**src/rtl/round_robin_hold_arbiter_pkg.sv**
```systemverilog
// Shared types and helpers for the round-robin hold arbiter.
// Holds the FSM state encoding and the one-hot to binary index conversion.
package arb_pkg;

    typedef enum logic {ARB_IDLE, ARB_GRANT} arb_state_t;

    localparam int MAX_VEC_W = 64;

    function automatic int unsigned onehot_to_idx(input logic [MAX_VEC_W-1:0] vec);
        int unsigned idx;
        idx = 0;
        for (int i = 0; i < MAX_VEC_W; i++) begin
            if (vec[i]) idx = unsigned'(i);
        end
        return idx;
    endfunction

endpackage

```
**src/rtl/fixed_priority_arbiter.sv**
```systemverilog
// Combinational fixed-priority picker: the lowest-index set request wins.
// Output is one-hot, or zero when nothing is requested.
module fixed_priority_arbiter #(
    parameter int NUM_PORTS = 4
) (
    input  logic [NUM_PORTS-1:0] req,
    output logic [NUM_PORTS-1:0] gnt
);

    // Isolates the lowest set bit of req.
    assign gnt = req & ~(req - NUM_PORTS'(1));

endmodule

```
**src/rtl/round_robin_hold_arbiter.sv**
```systemverilog
// Rotating-priority arbiter with grant hold: the holder keeps the grant up to
// MAX_HOLD cycles (0 = unlimited), then is demoted to lowest priority.
module round_robin_hold_arbiter
    import arb_pkg::*;
#(
    parameter int NUM_PORTS = 4,
    parameter int MAX_HOLD  = 8,
    localparam int PTR_W    = $clog2(NUM_PORTS),
    localparam int CNT_W    = (MAX_HOLD > 0) ? $clog2(MAX_HOLD + 1) : 1
) (
    input  logic                 clk,
    input  logic                 resetn,
    input  logic [NUM_PORTS-1:0] req_i,
    output logic [NUM_PORTS-1:0] gnt_o,
    output logic                 gnt_valid_o,
    output logic [PTR_W-1:0]     gnt_id_o
);

    localparam logic [CNT_W-1:0] HOLD_LIMIT = CNT_W'(MAX_HOLD);

    arb_state_t           state_q;
    logic [NUM_PORTS-1:0] gnt_q;
    logic                 valid_q;
    logic [PTR_W-1:0]     id_q;
    logic [PTR_W-1:0]     ptr_q;
    logic [CNT_W-1:0]     hold_cnt_q;

    logic [PTR_W-1:0]     arb_ptr;
    logic [NUM_PORTS-1:0] mask;
    logic [NUM_PORTS-1:0] masked_gnt;
    logic [NUM_PORTS-1:0] plain_gnt;
    logic [NUM_PORTS-1:0] pick;
    logic [PTR_W-1:0]     pick_id;
    logic                 hold_done;

    // On a release the holder's successor becomes top priority this same cycle,
    // so the handoff needs no idle bubble.
    always_comb begin
        arb_ptr = ptr_q;
        if (state_q == ARB_GRANT) begin
            arb_ptr = (id_q == PTR_W'(NUM_PORTS - 1)) ? '0 : id_q + PTR_W'(1);
        end
    end

    always_comb begin
        mask = '0;
        for (int i = 0; i < NUM_PORTS; i++) begin
            mask[i] = (i >= int'(arb_ptr));
        end
    end

    fixed_priority_arbiter #(.NUM_PORTS(NUM_PORTS)) u_masked_pick (
        .req (req_i & mask),
        .gnt (masked_gnt)
    );

    fixed_priority_arbiter #(.NUM_PORTS(NUM_PORTS)) u_plain_pick (
        .req (req_i),
        .gnt (plain_gnt)
    );

    assign pick      = (|masked_gnt) ? masked_gnt : plain_gnt;
    assign pick_id   = PTR_W'(onehot_to_idx(MAX_VEC_W'(pick)));
    assign hold_done = !req_i[id_q] || ((MAX_HOLD != 0) && (hold_cnt_q == HOLD_LIMIT));

    // NOTE: reset is synchronous (sampled on the clock edge like any other input),
    // and every state register is updated with non-blocking assignments.
    always_ff @(posedge clk) begin
        if (!resetn) begin
            state_q    <= ARB_IDLE;
            gnt_q      <= '0;
            valid_q    <= 1'b0;
            id_q       <= '0;
            ptr_q      <= '0;
            hold_cnt_q <= '0;
        end else begin
            case (state_q)
                ARB_IDLE: begin
                    if (|req_i) begin
                        state_q    <= ARB_GRANT;
                        gnt_q      <= pick;
                        valid_q    <= 1'b1;
                        id_q       <= pick_id;
                        hold_cnt_q <= CNT_W'(1);
                    end
                end
                ARB_GRANT: begin
                    if (hold_done) begin
                        ptr_q <= arb_ptr;
                        if (|pick) begin
                            gnt_q      <= pick;
                            valid_q    <= 1'b1;
                            id_q       <= pick_id;
                            hold_cnt_q <= CNT_W'(1);
                        end else begin
                            state_q    <= ARB_IDLE;
                            gnt_q      <= '0;
                            valid_q    <= 1'b0;
                            id_q       <= '0;
                            hold_cnt_q <= '0;
                        end
                    end else if (hold_cnt_q != '1) begin
                        hold_cnt_q <= hold_cnt_q + CNT_W'(1);
                    end
                end
                default: begin
                    state_q <= ARB_IDLE;
                    gnt_q   <= '0;
                    valid_q <= 1'b0;
                    id_q    <= '0;
                end
            endcase
        end
    end

    assign gnt_o       = gnt_q;
    assign gnt_valid_o = valid_q;
    assign gnt_id_o    = id_q;

endmodule

```
**config.mk**
```make
export PLATFORM = sky130hd
export DESIGN_NAME = round_robin_hold_arbiter
export DESIGN_NICKNAME = d
export VERILOG_FILES = /design/src/rtl/round_robin_hold_arbiter_pkg.sv /design/src/rtl/fixed_priority_arbiter.sv /design/src/rtl/round_robin_hold_arbiter.sv
export SDC_FILE = /design/constraint.sdc
export NUM_CORES = 1
export LEC_CHECK = 0
export BUFFER_PORTS_ARGS = -buffer_cell sky130_fd_sc_hd__buf_2
export CORE_UTILIZATION = 45
export DETAILED_ROUTE_END_ITERATION = 7
export PLACE_DENSITY_LB_ADDON = 0.2
export SETUP_SLACK_MARGIN = 0.05
export SYNTH_ARGS = -nofsm -noshare
export SYNTH_HDL_FRONTEND = slang
export SYNTH_SLANG_ARGS = --single-unit
```
**constraint.sdc**
```tcl
create_clock -name clk -period 5.9 [get_ports clk]
set_clock_uncertainty 0.1 [all_clocks]
set_input_delay 0.295 -clock clk [delete_from_list [all_inputs] [get_ports clk]]
set_output_delay 0.295 -clock clk [all_outputs]
set_load 0.01 [all_outputs]
```
### Word level (Yosys, flattened, before mapping)

Index checks and enable logic that the tools add are counted.

| storage, ports and cells | value |
|---|---|
| bits of input ports | 6 |
| output and inout bits | 7 |
| logic and storage cells | 62 |
| bits in registers | 14 |

| operators by class | value |
|---|---|
| reduce and logical (&&, ||, !) cells | 8 |
| $lt $le $gt $ge | 4 |
| equality and inequality tests | 6 |
| bitwise operators | 6 |
| mux-type cells | 28 |
| $add $sub $neg | 4 |

Operators by type and width:

| operator | count |
|---|---|
| $mux W4 | 7 |
| $pmux W4 S2 | 2 |
| $mux W2 | 7 |
| $and A4 B4 Y4 | 3 |
| $reduce_or A4 Y1 | 3 |
| $mux W1 | 8 |
| $not A4 Y4 | 2 |
| $sub A4 B1 Y4 const B | 2 |
| $reduce_and A2 Y1 | 3 |
| $add A4 B1 Y4 const B | 1 |
| $eq A4 B4 Y1 const B | 1 |
| $ge A1 B2 Y1 const A | 2 |
| $ne A4 B4 Y1 const B | 1 |
| $pmux W1 S2 | 2 |
| $pmux W2 S2 | 1 |
| $lt A2 B3 Y1 const B | 1 |
| $ne A3 B1 Y1 const B | 1 |
| $add A2 B1 Y2 const B | 1 |
| $bmux W1 S2 | 1 |
| $eq A2 B2 Y1 const B | 1 |
| $ge A2 B2 Y1 const A | 1 |
| $ne A2 B1 Y1 const B | 1 |
| $ne A2 B2 Y1 const B | 1 |
| $logic_not A1 Y1 | 1 |
| 2 further kinds | 2 |

### Longest topological paths before layout

| logic depth | value |
|---|---|
| word-level depth | 16 |
| gate-level depth with buffers | 8 |
| gate-level depth less buffers | 7 |

### Hierarchy

From an unflattened synthesis, not the netlist that was laid out.

| second synthesis, totals | value |
|---|---|
| cells, all modules | 94 |
| area total of the unflattened synthesis | 882.1 um^2 |

Modules (own cells, without submodules):

| module | times used | sequential area each (um^2) | cells each | area an instance (um^2) |
|---|---|---|---|---|
| round_robin_hold_arbiter | 1 | 280.3 | 86 | 809.5 |
| fixed_priority_arbiter | 2 | 0.0 | 4 | 36.3 |

### Least setup slack after synthesis

Ideal clock, no wire load.

| timing | value |
|---|---|
| kind | register -> register |
| start | reg id_q[0], in the netlist gnt_id_o[0] |
| end | reg state_q |
| path buffers | 0 |
| cell stages (with the launch flop) | 7 |
| slack | 3.862 ns |
| clock period less this slack | 2.038 ns |
| library setup time | 0.116 ns |
| arrival time | 1.822 ns |
| required time | 5.684 ns |
| cells stage by stage | dfxtp_1 -> ha_1 -> mux2_2 -> and3_1 -> o31ai_4 -> nand4b_1 -> and3b_1 |

| between the ends | value |
|---|---|
| longest elaborated chain between the ends | 14 |
| elaborated cells between the ends (all ways) | 21 |
| those cells by class | add/sub (2); order compare (3); eq/ne (1); mux (8); bitwise (3); reduce/logical (4) |

RTL lines:

| item | RTL line | text |
|---|---|---|
| start, declared | round_robin_hold_arbiter.sv:24 | `logic [PTR_W-1:0] id_q;` |
| start signal, assigned | round_robin_hold_arbiter.sv:83 | `id_q <= pick_id;` |
| start signal, assigned | round_robin_hold_arbiter.sv:93 | `id_q <= pick_id;` |
| $add A2 B1 Y2 or $eq A2 B2 Y1 (tied branches) | round_robin_hold_arbiter.sv:41 | `arb_ptr = (id_q == PTR_W'(NUM_PORTS - 1)) ? '0 : id_q + PTR_W'(1);` |
| $mux W2 | round_robin_hold_arbiter.sv:41 |  |
| $mux W2 | round_robin_hold_arbiter.sv:40 | `if (state_q == ARB_GRANT) begin` |
| $ge A1 B2 Y1 or $ge A2 B2 Y1 (tied branches) | round_robin_hold_arbiter.sv:48 | `mask[i] = (i >= int'(arb_ptr));` |
| $and A4 B4 Y4 | round_robin_hold_arbiter.sv:53 | `.req (req_i & mask),` |
| $sub A4 B1 Y4 | fixed_priority_arbiter.sv:11 | `assign gnt = req & ~(req - NUM_PORTS'(1));` |
| $not A4 Y4 | fixed_priority_arbiter.sv:11 |  |
| $and A4 B4 Y4 | fixed_priority_arbiter.sv:11 |  |
| $reduce_or A4 Y1 | round_robin_hold_arbiter.sv:62 | `assign pick = (\|masked_gnt) ? masked_gnt : plain_gnt;` |
| $mux W4 | round_robin_hold_arbiter.sv:62 |  |
| $reduce_or A4 Y1 | round_robin_hold_arbiter.sv:90 | `if (\|pick) begin` |
| $mux W1 | round_robin_hold_arbiter.sv:90 |  |
| $mux W1 * | round_robin_hold_arbiter.sv:88 | `if (hold_done) begin` |
| $pmux W1 S2 * | round_robin_hold_arbiter.sv:77 | `case (state_q)` |
| end signal, assigned | round_robin_hold_arbiter.sv:80 | `state_q <= ARB_GRANT;` |
| end signal, assigned | round_robin_hold_arbiter.sv:96 | `state_q <= ARB_IDLE;` |
| end signal, assigned | round_robin_hold_arbiter.sv:107 | `state_q <= ARB_IDLE;` |
| end, declared | round_robin_hold_arbiter.sv:21 | `arb_state_t state_q;` |

Mark *: on every way between the ends. The rest lies on a longest branch, timed or not. The select of a mux whose other input is x is not followed.
A chain may end at the register's enable or synchronous reset.

### Final worst setup path

Same ends and word-level chain as after synthesis.

==> results.sh <==
export IMPL_rows=15
export IMPL_ys_ff_latch=14
export IMPL_finalCritPeriodShare_pct=37.8
export IMPL_worst_ir_drop_vdd_mv=0.173
export IMPL_drc=0
export IMPL_design_portCount=13
export IMPL_synthTopCellsByArea="dfxtp_1, mux2i_1, ha_1"
export IMPL_pwr_dens_nw_per_um2=285
export IMPL_synthToLayoutAreaGrowth_pct=12.5
export IMPL_critical_path_max_stage_delay_ns=0.45
export IMPL_dpl_worst_slack_ns=3.70
export IMPL_cts_repair_resized=0
export IMPL_post_synth_top_area_fraction_pct=32.6
export IMPL_numCtsBuffers=3
export IMPL_crit_path_end_kind="flip-flop"
export IMPL_grt_antenna_before_repair=0
export IMPL_data_required_time_at_the_worst_endpoint_ns=5.98
export IMPL_async_reset_ff_share_pct=0
export IMPL_design_die_area_um2=2090
export IMPL_root_buffer="clkbuf_4"
export IMPL_power_static_leakage_nw=0.396
export IMPL_post_synth_cell_area_avg_um2=9.56
export IMPL_slowest_stage="dfxtp_1"
export IMPL_cts_buffer_depth=2
export IMPL_critical_path_class="reg -> reg"
export IMPL_chipHeight_um=45.7
export IMPL_routed_wire_length_per_instance_um=14.1
export IMPL_cts_repair_timing_setup_buffer_count=0
export IMPL_antenna_left=0
export IMPL_layout_core_utilization_pct=54.9
export IMPL_setup_slack_ns=3.67
export IMPL_gp_routability_congestion=0.815
export IMPL_min_path_type="in -> reg"
export IMPL_count_of_buffers_from_port_buffering=12
export IMPL_number_of_warnings_reported_in_the_yosys_synthesis_log=0
export IMPL_syn_inst=90
export IMPL_setup_violations_final=0
export IMPL_synth_edff_count=0
export IMPL_netlist_cell_type_count=42
export IMPL_hold_ws_ns=0.236
export IMPL_highest_count_cells_in_the_layout_ignoring_fill_and_taps="dfxtp_1, buf_2, o21ai_0"
export IMPL_max_cap_violations=0
export IMPL_clk_transition_reported_paths_ns=0.09
export IMPL_hold_viol=0
export IMPL_run_status="finished clean"
export IMPL_fp_coreArea_um2=1760
export IMPL_mappedNetlistNets=99
export IMPL_grt_use_total_pct=19.8
export IMPL_max_freq_mhz=448
export IMPL_fin_tns_setup_ns=0
export IMPL_synth_seq_area_share_pct=32.6
export IMPL_number_of_levels_in_the_clock_h_tree=1
export IMPL_rsz_0062_raised_after_global_routing="no"
export IMPL_hpwl_um=1370
export IMPL_dieWidth_um=45.7
export IMPL_tightest_slew_ns=0.528
export IMPL_mappedNetlistArea_um2=861
export IMPL_drtIter0Drc=17
export IMPL_grt_remaining_overflow=0
export IMPL_layout_drive_gt1_share_pct=25.2
export IMPL_number_of_slew_limit_violations_in_the_final_report=0
export IMPL_detailroute_via_count=754
export IMPL_ordered_cell_list_for_the_critical_path="ha_1 > mux2_2 > and3_1 > o31ai_4 > nand4b_1 > and3b_1"
export IMPL_fillerInstances=185
export IMPL_cp_max_fo=8
export IMPL_critical_path_startpoint_type="flip-flop"
export IMPL_avgViaCountPerCell=5.89
export IMPL_route_final_wire_length_um=1800
export IMPL_cts_hold_repair_buffers=0
export IMPL_grt_first_pass_wirelength_um=2950
export IMPL_insertedDiodeCount=0
export IMPL_clkLatencyLatePin_ns=0.28
export IMPL_first_global_vias=648
export IMPL_timing_final_crit_period_ns=2.23
export IMPL_tritoncts="done"
export IMPL_ys_flop_type="dfxtp_1"
export IMPL_maximum_number_of_pins_on_one_net_before_global_route_repair=13
export IMPL_synth_area_leader_cell="dfxtp_1"
export IMPL_mostFrequentLayoutCell="dfxtp_1"
export IMPL_initial_utilization_pct=48.8
export IMPL_clock_sink_count=14
export IMPL_worst_ep_arrival_time_ns=2.32
export IMPL_slew_headroom_pct=64.6
export IMPL_detail_route_first_pass_iterations=4
export IMPL_fin_nets=113
==> registers in the layout, summed over array words and instances (netlist names) <==
name         flops
gnt_valid_o      1
ptr_q            2
state_q          1
gnt_o            4
hold_cnt_q       4
gnt_id_o         2
==> worst max-delay path, delay by kind of cell, from the launching register on <==
family	cells	cell delay (ns)
and+or+nand+nor	3	0.63
muxes	1	0.35
AOI/OAI and AO/OA	1	0.30
adders and majority gates	1	0.30
DFF	1	0.45
==> layer usage <==
layer | track usage (%) | vias to the layer above | share of wire (%)
met3 | 3.97 | 7 | 4.9
met4 | 8.82 | 0 | 2.6
li1 | - | 369 | -
met5 | 0 | - | 0
met2 | 27.1 | 21 | 41
met1 | 29.4 | 357 | 52
==> stage by stage <==
step / power, mW / cell area (µm²) / instances
final: 0.276 / 968 / 128
after global placement: 0.207 / 932 / 124
after CTS: 0.277 / 968 / 128
after global routing: 0.292 / 968 / 128
after detailed placement: 0.209 / 932 / 124
after floorplan: 0.185 / 861 / 90
==> logic make-up (layout without fill, tap and decap cells) <==
family / count (synthesis) / count (layout) / share of synthesized area, %
muxes: 6 / 6 / 8.58
and+or+nand+nor: 32 / 32 / 26.2
buffers and inverters: 7 / 20 / 4.07
DFF: 14 / 14 / 32.6
xor gates and xnor gates: 1 / 1 / 1.02
adders and majority gates: 3 / 3 / 4.36
AOI/OAI and AO/OA: 27 / 27 / 23.3
==> layout make-up <==
type | instances | area, µm² | area share [%]
multi-input combinational | 69 | 546 | 56.3
sequential | 14 | 280 | 28.9
timing repair buffer | 12 | 60.1 | 6.20
clock buffer | 4 | 36.3 | 3.75
inverter | 4 | 15.0 | 1.55
tap | 25 | 31.3 | 3.23
==> path summary, 6_finish.rpt <==
kind / endpoint / cells past startpoint / from / slack, ns
hold reg to reg: gnt_o[0]$_SDFFE_PN0P_ / 1 / gnt_o[0]$_SDFFE_PN0P_ / 0.40
setup / recovery: state_q$_SDFF_PN0_ / 6 / gnt_id_o[0]$_SDFFE_PN0P_ / 3.67
hold / removal: gnt_o[0]$_SDFFE_PN0P_ / 2 / resetn / 0.24
setup reg to reg: state_q$_SDFF_PN0_ / 6 / gnt_id_o[0]$_SDFFE_PN0P_ / 3.67
==> Yosys cell counts, types with 2 or more instances <==
| master | count |
|---|---|
| mux2i_1 | 4 |
| a31oi_1 | 4 |
| ha_1 | 3 |
| a21oi_1 | 2 |
| o21ai_0 | 7 |
| nor2b_1 | 3 |
| nand3_1 | 2 |
| o211a_1 | 2 |
| dfxtp_1 | 14 |
| nand3b_1 | 2 |
| and2_1 | 3 |
| nor2_1 | 3 |
| and3_1 | 2 |
| a211oi_1 | 2 |
| nand2_1 | 3 |
| o31ai_1 | 3 |
| or2_2 | 3 |
| inv_1 | 4 |
==> where the power goes <==
part / switching (mW) / internal, mW / total, mW
registers: 0.0115 / 0.106 / 0.118
clock network: 0.0311 / 0.0375 / 0.0686
logic: 0.0495 / 0.0406 / 0.0901
total: 0.0921 / 0.184 / 0.276
Note: power is estimated with default switching activity, not from simulation.
